<file path="src/rtl/serial_fifo_controller.sv">
// Full-duplex UART-style controller with parametrised word width, bit period and parity,
// buffered by independent TX and RX FIFOs.
module serial_fifo_controller #(
  parameter int WIDTH        = 16,
  parameter int DEPTH        = 4,
  parameter int CLKS_PER_BIT = 16,
  parameter int PARITY       = 0
) (
  input  logic             Clock,
  input  logic             Reset_n,
  input  logic             Send,
  input  logic [WIDTH-1:0] DataIn,
  input  logic             Read,
  input  logic             Receive,
  output logic             Transmit,
  output logic             Valid,
  output logic [WIDTH-1:0] DataOut,
  output logic             TxFull,
  output logic             RxOverrun,
  output logic             ParityError,
  output logic             FrameError
);

  localparam int PW = $clog2(DEPTH);
  localparam int CW = $clog2(DEPTH + 1);
  localparam int KW = $clog2(CLKS_PER_BIT);
  localparam int BW = (WIDTH > 1) ? $clog2(WIDTH) : 1;

  localparam logic [KW-1:0] BIT_END  = KW'(CLKS_PER_BIT - 1);
  localparam logic [KW-1:0] HALF_END = KW'(CLKS_PER_BIT / 2 - 1);
  localparam logic [BW-1:0] LAST_BIT = BW'(WIDTH - 1);
  localparam logic [CW-1:0] FULL_CNT = CW'(DEPTH);
  localparam bit            HAS_PAR  = (PARITY != 0);
  localparam bit            ODD_PAR  = (PARITY == 2);

  typedef enum logic [2:0] {S_IDLE, S_START, S_DATA, S_PARITY, S_STOP} state_t;

  // ---------------------------------------------------------------- TX FIFO
  logic [WIDTH-1:0] tx_mem [DEPTH];
  logic [PW-1:0]    tx_wr_ptr, tx_rd_ptr;
  logic [CW-1:0]    tx_count, tx_count_nx;
  logic             tx_push, tx_pop, tx_avail;
  logic [WIDTH-1:0] tx_head;

  assign tx_head     = tx_mem[tx_rd_ptr];
  assign tx_avail    = (tx_count != '0);
  // A word offered while full still fits if the FSM frees a slot on the same edge.
  assign tx_push     = Send && (!TxFull || tx_pop);
  assign tx_count_nx = tx_count + CW'(tx_push) - CW'(tx_pop);

  // NOTE: clocked state uses non-blocking assignments so every register samples pre-edge values.
  always_ff @(posedge Clock or negedge Reset_n) begin
    if (!Reset_n) begin
      tx_wr_ptr <= '0;
      tx_rd_ptr <= '0;
      tx_count  <= '0;
      TxFull    <= 1'b0;
    end else begin
      if (tx_push) tx_wr_ptr <= tx_wr_ptr + 1'b1;
      if (tx_pop)  tx_rd_ptr <= tx_rd_ptr + 1'b1;
      tx_count <= tx_count_nx;
      TxFull   <= (tx_count_nx == FULL_CNT);
    end
  end

  // NOTE: storage arrays carry no reset; occupancy is tracked by the pointers and count.
  always_ff @(posedge Clock) begin
    if (tx_push) tx_mem[tx_wr_ptr] <= DataIn;
  end

  // ---------------------------------------------------------------- TX FSM
  state_t           tx_state, tx_state_nx;
  logic [KW-1:0]    tx_clk, tx_clk_nx;
  logic [BW-1:0]    tx_bit, tx_bit_nx;
  logic [WIDTH-1:0] tx_shift, tx_shift_nx;
  logic             tx_par, tx_par_nx, tx_line_nx, tx_load;

  // NOTE: combinational blocks assign every output a default first, so no latch is inferred.
  always_comb begin
    tx_state_nx = tx_state;
    tx_clk_nx   = tx_clk;
    tx_bit_nx   = tx_bit;
    tx_shift_nx = tx_shift;
    tx_par_nx   = tx_par;
    tx_load     = 1'b0;
    tx_pop      = 1'b0;
    tx_line_nx  = 1'b1;

    case (tx_state)
      S_IDLE:  tx_load = tx_avail;
      default: begin
        if (tx_clk != BIT_END) begin
          tx_clk_nx = tx_clk + 1'b1;
        end else begin
          tx_clk_nx = '0;
          case (tx_state)
            S_START:  tx_state_nx = S_DATA;
            S_DATA: begin
              tx_shift_nx = tx_shift >> 1;
              if (tx_bit == LAST_BIT) tx_state_nx = HAS_PAR ? S_PARITY : S_STOP;
              else                    tx_bit_nx   = tx_bit + 1'b1;
            end
            S_PARITY: tx_state_nx = S_STOP;
            default: begin
              tx_state_nx = S_IDLE;
              tx_load     = tx_avail;
            end
          endcase
        end
      end
    endcase

    // Loading from STOP chains the next frame straight into START with no idle cycle.
    if (tx_load) begin
      tx_pop      = 1'b1;
      tx_shift_nx = tx_head;
      tx_par_nx   = (^tx_head) ^ ODD_PAR;
      tx_state_nx = S_START;
      tx_clk_nx   = '0;
      tx_bit_nx   = '0;
    end

    case (tx_state)
      S_START:  tx_line_nx = 1'b0;
      S_DATA:   tx_line_nx = tx_shift[0];
      S_PARITY: tx_line_nx = tx_par;
      default:  tx_line_nx = 1'b1;
    endcase
  end

  always_ff @(posedge Clock or negedge Reset_n) begin
    if (!Reset_n) begin
      tx_state <= S_IDLE;
      tx_clk   <= '0;
      tx_bit   <= '0;
      tx_shift <= '0;
      tx_par   <= 1'b0;
      Transmit <= 1'b1;
    end else begin
      tx_state <= tx_state_nx;
      tx_clk   <= tx_clk_nx;
      tx_bit   <= tx_bit_nx;
      tx_shift <= tx_shift_nx;
      tx_par   <= tx_par_nx;
      Transmit <= tx_line_nx;
    end
  end

  // ---------------------------------------------------------------- RX synchroniser
  logic rx_meta, rx_sync, rx_prev, rx_fall;

  always_ff @(posedge Clock or negedge Reset_n) begin
    if (!Reset_n) begin
      rx_meta <= 1'b1;
      rx_sync <= 1'b1;
      rx_prev <= 1'b1;
    end else begin
      rx_meta <= Receive;
      rx_sync <= rx_meta;
      rx_prev <= rx_sync;
    end
  end

  assign rx_fall = rx_prev && !rx_sync;

  // ---------------------------------------------------------------- RX FSM
  state_t           rx_state, rx_state_nx;
  logic [KW-1:0]    rx_clk, rx_clk_nx;
  logic [BW-1:0]    rx_bit, rx_bit_nx;
  logic [WIDTH-1:0] rx_shift, rx_shift_nx;
  logic             rx_par_bit, rx_par_bit_nx;
  logic             rx_word_done, frame_err_nx, parity_err_nx;

  always_comb begin
    rx_state_nx   = rx_state;
    rx_clk_nx     = rx_clk;
    rx_bit_nx     = rx_bit;
    rx_shift_nx   = rx_shift;
    rx_par_bit_nx = rx_par_bit;
    rx_word_done  = 1'b0;
    frame_err_nx  = 1'b0;
    parity_err_nx = 1'b0;

    case (rx_state)
      S_IDLE: begin
        if (rx_fall) begin
          rx_state_nx = S_START;
          rx_clk_nx   = '0;
        end
      end
      S_START: begin
        if (rx_clk != HALF_END) begin
          rx_clk_nx = rx_clk + 1'b1;
        end else begin
          rx_clk_nx = '0;
          rx_bit_nx = '0;
          // Line back high at mid-start means a glitch, not a frame.
          rx_state_nx = rx_sync ? S_IDLE : S_DATA;
        end
      end
      default: begin
        if (rx_clk != BIT_END) begin
          rx_clk_nx = rx_clk + 1'b1;
        end else begin
          rx_clk_nx = '0;
          case (rx_state)
            S_DATA: begin
              rx_shift_nx[rx_bit] = rx_sync;
              if (rx_bit == LAST_BIT) rx_state_nx = HAS_PAR ? S_PARITY : S_STOP;
              else                    rx_bit_nx   = rx_bit + 1'b1;
            end
            S_PARITY: begin
              rx_par_bit_nx = rx_sync;
              rx_state_nx   = S_STOP;
            end
            default: begin
              rx_state_nx = S_IDLE;
              if (!rx_sync) begin
                frame_err_nx = 1'b1;
              end else begin
                rx_word_done  = 1'b1;
                parity_err_nx = HAS_PAR && (((^rx_shift) ^ ODD_PAR) != rx_par_bit);
              end
            end
          endcase
        end
      end
    endcase
  end

  always_ff @(posedge Clock or negedge Reset_n) begin
    if (!Reset_n) begin
      rx_state   <= S_IDLE;
      rx_clk     <= '0;
      rx_bit     <= '0;
      rx_shift   <= '0;
      rx_par_bit <= 1'b0;
    end else begin
      rx_state   <= rx_state_nx;
      rx_clk     <= rx_clk_nx;
      rx_bit     <= rx_bit_nx;
      rx_shift   <= rx_shift_nx;
      rx_par_bit <= rx_par_bit_nx;
    end
  end

  // ---------------------------------------------------------------- RX FIFO
  logic [WIDTH-1:0] rx_mem [DEPTH];
  logic [PW-1:0]    rx_wr_ptr, rx_rd_ptr, rx_rd_nx;
  logic [CW-1:0]    rx_count, rx_left, rx_count_nx;
  logic             rx_pop, rx_push, rx_full;

  assign rx_full     = (rx_count == FULL_CNT);
  assign rx_pop      = Read && Valid;
  assign rx_push     = rx_word_done && (!rx_full || rx_pop);
  assign rx_left     = rx_count - CW'(rx_pop);
  assign rx_count_nx = rx_left + CW'(rx_push);
  assign rx_rd_nx    = rx_rd_ptr + PW'(rx_pop);

  always_ff @(posedge Clock or negedge Reset_n) begin
    if (!Reset_n) begin
      rx_wr_ptr   <= '0;
      rx_rd_ptr   <= '0;
      rx_count    <= '0;
      Valid       <= 1'b0;
      DataOut     <= '0;
      RxOverrun   <= 1'b0;
      ParityError <= 1'b0;
      FrameError  <= 1'b0;
    end else begin
      if (rx_push) rx_wr_ptr <= rx_wr_ptr + 1'b1;
      rx_rd_ptr   <= rx_rd_nx;
      rx_count    <= rx_count_nx;
      Valid       <= (rx_count_nx != '0);
      RxOverrun   <= rx_word_done && rx_full && !rx_pop;
      ParityError <= parity_err_nx;
      FrameError  <= frame_err_nx;
      // Show-ahead head: the incoming word when the FIFO drains to it, else the next stored entry.
      if (rx_left == '0) begin
        if (rx_push) DataOut <= rx_shift;
      end else if (rx_pop) begin
        DataOut <= rx_mem[rx_rd_nx];
      end
    end
  end

  always_ff @(posedge Clock) begin
    if (rx_push) rx_mem[rx_wr_ptr] <= rx_shift;
  end

endmodule
</file>
<file path="config.mk">
export PLATFORM = sky130hd
export DESIGN_NAME = serial_fifo_controller
export DESIGN_NICKNAME = d
export VERILOG_FILES = /design/src/rtl/serial_fifo_controller.sv
export SDC_FILE = /design/constraint.sdc
export NUM_CORES = 1
export LEC_CHECK = 0
export ABC_CLOCK_PERIOD_IN_PS = 3200
export BUFFER_PORTS_ARGS = -buffer_cell sky130_fd_sc_hd__buf_4
export CORE_MARGIN = 2
export CORE_UTILIZATION = 61
export DETAILED_ROUTE_END_ITERATION = 8
export PLACE_DENSITY = 0.76
export SETUP_SLACK_MARGIN = 0.3
export SLEW_MARGIN = 20
export SYNTH_ARGS = -nofsm -noshare
export SYNTH_HDL_FRONTEND = slang
export SYNTH_SLANG_ARGS = --single-unit
</file>
<file path="constraint.sdc">
create_clock -name Clock -period 3.2 [get_ports Clock]
set_input_delay 0.16 -clock Clock [delete_from_list [all_inputs] [get_ports Clock]]
set_output_delay 0.16 -clock Clock [all_outputs]
set_load 0.01 [all_outputs]
</file>
# Word-level counts from Yosys, hierarchy flattened

Memories as Yosys holds them, arrays and structs flattened.
Index checks and enable logic that the tools add are counted.

Register bits after elaboration: 93
RAM bits: 128
Input bits: 21
Word-level logic and storage cells: 155
Memories kept: 2

Memory list:

| memory | depth | width | read ports | clocked after memory_dff | wr ports | RTL line | RTL |
|---|---|---|---|---|---|---|---|
| rx_mem | 4     | 16    | 1          | 0                        | 1        | 248      | `logic [WIDTH-1:0] rx_mem [DEPTH];` |
| tx_mem | 4     | 16    | 1          | 0                        | 1        | 39       | `logic [WIDTH-1:0] tx_mem [DEPTH];` |

Add/subtract/negate cells: 12
Order comparisons: 2
Equal/unequal tests: 24
Muxes and demuxes: 56
Bitwise gates (word level): 3
Reduce and logical (&&, ||, !) cells: 32

Operator list:

| cell                                                                   | count |
|---|---|
| 16-bit two-way mux                                                     | 7 |
| 4-bit two-way mux                                                      | 15 |
| 3-bit two-way mux                                                      | 8 |
| 1-bit two-way mux                                                      | 17 |
| 4-bit by 1-bit adder with 4-bit output (second input constant)         | 4 |
| 16-bit bitwise mux                                                     | 1 |
| 4-bit case mux with 2 select lines                                     | 2 |
| 16-bit parity                                                          | 1 |
| 3-bit by 2-bit equality test with 1-bit output (second input constant) | 4 |
| 2-bit != test (second input constant)                                  | 6 |
| 3-bit case mux with 2 select lines                                     | 2 |
| 3-bit logical NOT                                                      | 3 |
| 3-bit case mux with 3 select lines                                     | 1 |
| 3-bit AND reduction                                                    | 3 |
| 4-bit equality test (second input constant)                            | 2 |
| 4-bit != test (second input constant)                                  | 2 |
| 4-bit AND reduction                                                    | 2 |
| 1-bit logical AND                                                      | 7 |
| 2-bit by 1-bit adder with 2-bit output (second input constant)         | 3 |
| 3-bit by 1-bit adder with 3-bit output                                 | 2 |
| 3-bit by 1-bit equality test with 1-bit output (second input constant) | 2 |
| 3-bit equality test (second input constant)                            | 2 |
| 2-bit nonzero test                                                     | 3 |
| 3-bit nonzero test                                                     | 2 |
| other kinds (19)                                                       | 28 |

# Depth between registers and ports, before layout

Depth after elaboration: 11
Gate-level depth with buffers: 13
Gate-level depth less buffers: 12

# Worst setup path before layout

Ideal clock, no wire load.

Path type: reg2reg
Start: reg tx_state[2]
End: reg TxFull
Data arrival time: 2.867 ns
Required time: 3.112 ns
Setup slack: 0.245 ns
Cell stages (with the launch flop): 14
Path buffers: 1
Clock period less this slack: 2.955 ns
Cells stage by stage: dfrtp_1 nor3_1 a31o_2 nand2b_1 clkbuf_1 a21boi_2 inv_1 ha_1 inv_1 ha_1 fa_1 xor2_1 xnor2_1 nor3b_1

Longest elaborated chain between the ends: 11
Elaborated cells on any way between the ends: 14
Those cells by class: 2 x add/sub; 4 x eq/ne; 4 x mux; 4 x reduce/logical

RTL lines:

| element                                                                                                                 | RTL line | RTL |
|---|---|---|
| start, declared                                                                                                         | 72       | `state_t tx_state, tx_state_nx;` |
| start signal, assigned                                                                                                  | 140      | `tx_state <= tx_state_nx;` |
| 3-bit by 2-bit equality test with 1-bit output / 3-bit by 1-bit equality test with 1-bit output (equally long branches) | 96       | `case (tx_state)` |
| 3-bit OR reduction (no source line)                                                                                     | --       |  |
| 1-bit two-way mux                                                                                                       | 96       |  |
| 1-bit two-way mux                                                                                                       | 92       | `if (tx_clk != BIT_END) begin` |
| 1-bit two-way mux *                                                                                                     | 89       | `case (tx_state)` |
| 1-bit two-way mux *                                                                                                     | 114      | `if (tx_load) begin` |
| 1-bit logical OR                                                                                                        | 48       | `assign tx_push = Send && (!TxFull \|\| tx_pop);` |
| 1-bit logical AND                                                                                                       | 48       |  |
| 3-bit by 1-bit adder with 3-bit output                                                                                  | 49       | `assign tx_count_nx = tx_count + CW'(tx_push) - CW'(tx_pop);` |
| 3-bit by 1-bit subtractor with 3-bit output *                                                                           | 49       |  |
| net tx_count_nx[2]                                                                                                      | 41       | `logic [CW-1:0] tx_count, tx_count_nx;` |
| 3-bit equality test *                                                                                                   | 62       | `TxFull <= (tx_count_nx == FULL_CNT);` |
| end signal, assigned                                                                                                    | 62       |  |
| end, declared                                                                                                           | 18       | `output logic TxFull,` |

The timed path passes the listed nets; every way through them passes the cells marked *.
A chain may end at the register's enable or synchronous reset.

# Worst setup path after layout

Start: reg tx_clk[1]
End: reg TxFull

Longest elaborated chain between the ends: 9

RTL lines:

| element                                       | RTL line | RTL |
|---|---|---|
| start, declared                               | 73       | `logic [KW-1:0] tx_clk, tx_clk_nx;` |
| start signal, assigned                        | 141      | `tx_clk <= tx_clk_nx;` |
| 4-bit != test *                               | 92       |  |
| 1-bit two-way mux *                           | 92       |  |
| 1-bit two-way mux *                           | 89       |  |
| 1-bit two-way mux *                           | 114      |  |
| 1-bit logical OR                              | 48       |  |
| 1-bit logical AND                             | 48       |  |
| 3-bit by 1-bit adder with 3-bit output        | 49       |  |
| 3-bit by 1-bit subtractor with 3-bit output * | 49       |  |
| net tx_count_nx[2]                            | 41       |  |
| 3-bit equality test *                         | 62       |  |

Marks and branches as above.

==> run summary <==
Synthesized instance count: 630
FFs w/ async S/R, synth: 42.08%
Distinct cells, synth: 50
Layout cell share with drive strength beyond 1: 20.22%
Most common cell after layout, fill and taps aside: edfxtp_1
Critical Path, Cell by Cell: ha_2, a31o_2, nand2b_1, a21boi_4, inv_1, ha_1, inv_1, ha_1, fa_1, xor2_1, xnor2_1, nor3b_2
Period minus WS final: 2.726 ns
DIE AREA: 16,160 um2
Drt total wl: 17.76 mm
FILL cells: 890
Routed len/inst: 19.50 um
Max cap viols: 0
Worst reg2reg path startpoint: tx_clk[1]
Drt drc: 0
Seq/Total Area, Yosys: 66.79%
VDD IR-drop max: 632.0 uV
Crit path capture type: flip-flop
Net Count, Synth: 674
Pwr dens: 779.7 nW/um2
Endpoint, Worst Hold: tx_wr_ptr[1]
RSZ-0062 raised after global routing: false
Worst-case reg-to-reg path depth: 12
Worst min-delay path startpoint: Send
Hold Slack: 0.1192 ns
H-tree lvl count: 1
Prevailing post-synth register cell: edfxtp_1
Ys Warns: 0
Max-slew headroom: 48.74%
Measured slew at the worst slew-check pin: 0.7689 ns
Root Driver: clkbuf_16
Outcome: complete, no violations
Die H: 127.1 um
All-layer global routing usage: 23.00%
Crit share post-route: 85.18%
Initial DRC count: 471
Fmax: 366.9 MHz
Clock Pin Slew Worst Setup and Hold Paths: 0.06 ns
Post-Syn Area: 9246 um2
Largest net degree at the start of global routing: 83
Seq cells post-synth: 221
ANT nets after route: 0
P&R area growth vs syn: 16.83%
P_leak: 4.273 nW
Hold Violations, Final: 0
Most frequent cells in the layout: edfxtp_1, dfrtp_1, nand2_1
Slowest-stage cell, CP: dfrtp_1
I/O pins: 43
Dpl hpwl: 10.85 mm
CTS tree: built
Final max-slew violation count: 0
# port buffers: 41
Setup crit start kind: flip-flop
Post-place setup slack: 0.1509 ns
TritonCTS Buffers: 23
Vias per inst: 5.939
Skew-Pair Late Insertion Delay: 0.51 ns
Tot Pwr: 8.423 mW
DR pass1 iterations: 5
CP required: 3.62 ns
FP Rows: 44
Post-Layout Cell Count: 911
Tightest Hold Check Type: in2reg
Setup TNS after final layout: 0 ns
Worst Skew: 0.01427 ns
Initial antenna violation count: 0
Core Footprint: 14,640 um2
GR Overflow Total: 0
Initial core utilization: 63.14%
Die Wd: 127.1 um
N_diodes: 0
GPL Wtd Cong: 0.7798
Nets: 754
Mapped Avg Cell Area: 14.68 um2
Crit path arrival time: 3.14 ns
Worst-case clock buffer depth: 3
Post-synth EDFFs: 128
# setup viols final: 0
WHS Path Cells: 3
Critical path's largest stage delay: 0.41 ns
Number of global-route vias before repair: 5,679
Vias: 5,410
Largest fanout on the critical path: 6
Worst setup path category: reg2reg
R2r endpoint: TxFull
First-pass GRT wire length: 29.19 mm
Final worst setup slack: 0.4743 ns
CTS sink cnt: 221
R2R setup slack: 0.47 ns
Placed cell count: 848
[per-stage QoR]
stage	utilization [%]	instance area, um2
2_1_floorplan	-	9251
5_1_grt	73.77	10800
3_3_place_gp	66.95	9804
6_report	73.77	10800
3_5_place_dp	66.95	9804
4_1_cts	73.58	10780
[cells in the mapped netlist, drive strengths merged, types with 2 or more instances]
master	number	area share, %
xor2	8	0.76
mux2i	17	1.8
a22o	3	0.28
xnor2	20	2.3
nand4	2	0.14
mux4	32	8.1
mux2	5	0.61
and2	8	0.54
edfxtp	128	42
nor4b	3	0.45
nor2b	4	0.27
dfrtp	89	24
inv	19	0.77
o21ai	31	1.7
a21oi	21	1.1
nor2	49	2.0
a31oi	19	1.3
clkbuf	12	0.49
a21o	3	0.24
buf	14	0.99
dfstp	4	1.1
ha	22	3.0
nand3	15	0.81
and3	2	0.14
nand2b	6	0.41
nand2	68	2.8
or3	2	0.14
o31ai	4	0.32
nor3	7	0.38
[state kept, by name (all words and copies together) (netlist names), 2 cells and up]
name,count
DataOut,16
rx_bit,4
rx_clk,4
rx_count,3
rx_mem,64
rx_rd_ptr,2
rx_shift,16
rx_state,3
rx_wr_ptr,2
tx_bit,4
tx_clk,4
tx_count,3
tx_mem,64
tx_rd_ptr,2
tx_shift,16
tx_state,3
tx_wr_ptr,2
[layout make-up]
class | instances | area [um2] | share of cell area [%]
Clock buffer | 33 | 674.4 | 6.243
Clock inverter | 9 | 95.09 | 0.8802
Inverter | 19 | 71.32 | 0.6602
Multi-Input combinational cell | 364 | 2898 | 26.82
Sequential cell | 221 | 6177 | 57.18
Tap cell | 184 | 230.2 | 2.131
Timing Repair Buffer | 81 | 656.9 | 6.081
[what timing repair did]
item | 4_1_cts | 5_1_grt
cloned | 0 | 0
resized for setup | 2 | 3
setup buffers | 1 | 2
pin swaps | 1 | 1
hold buffers | 18 | 0
hold endpoints to repair | 143 | 0
setup endpoints to repair | 1 | 1
[worst max-delay path: cells and delay by family (launching register included)]
family,cells,cell delay [ns]
DFF,1,0.41
and+or+nand+nor,2,0.31
AOI/OAI and AO/OA,2,0.40
buffers and inverters,2,0.11
adders and majority gates,4,1.06
xor gates and xnor gates,2,0.35
[kinds of logic after synthesis]
kind of cell             synth area share, %
adder cells (fa/ha/maj)                3.193
AND/OR/NAND/NOR                        8.295
XOR/XNOR                               3.058
buffers and inverters                  2.246
other                                0.04056
multiplexers                           10.57
flip-flops                             66.79
AO/OA/AOI/OAI                          5.805
[metal layers]
layer / global-route usage, % / wire, um
met1: 31.63 / 7580
met2: 39.37 / 8987
met3: 3.350 / 781
met4: 6.206 / 414
met5: 0 / 0
[worst max path at each step]
stage,end,depth (start not counted),from,slack [ns]
3_3_place_gp,TxFull,12,tx_state[2],0.39
2_1_floorplan,TxFull,13,tx_state[2],0.36
6_report,TxFull,12,tx_clk[1],0.47
4_1_cts,TxFull,12,tx_clk[1],0.34
5_1_grt,TxFull,12,tx_clk[0],0.31
3_5_place_dp,TxFull,12,tx_state[2],0.15
[where the power goes]
group	internal (mW)	switching, mW
Sequential	3.43	0.249
Combinational	1.01	1.06
Clock	1.62	1.05
No activity file was read; power rests on OpenSTA's default activity.
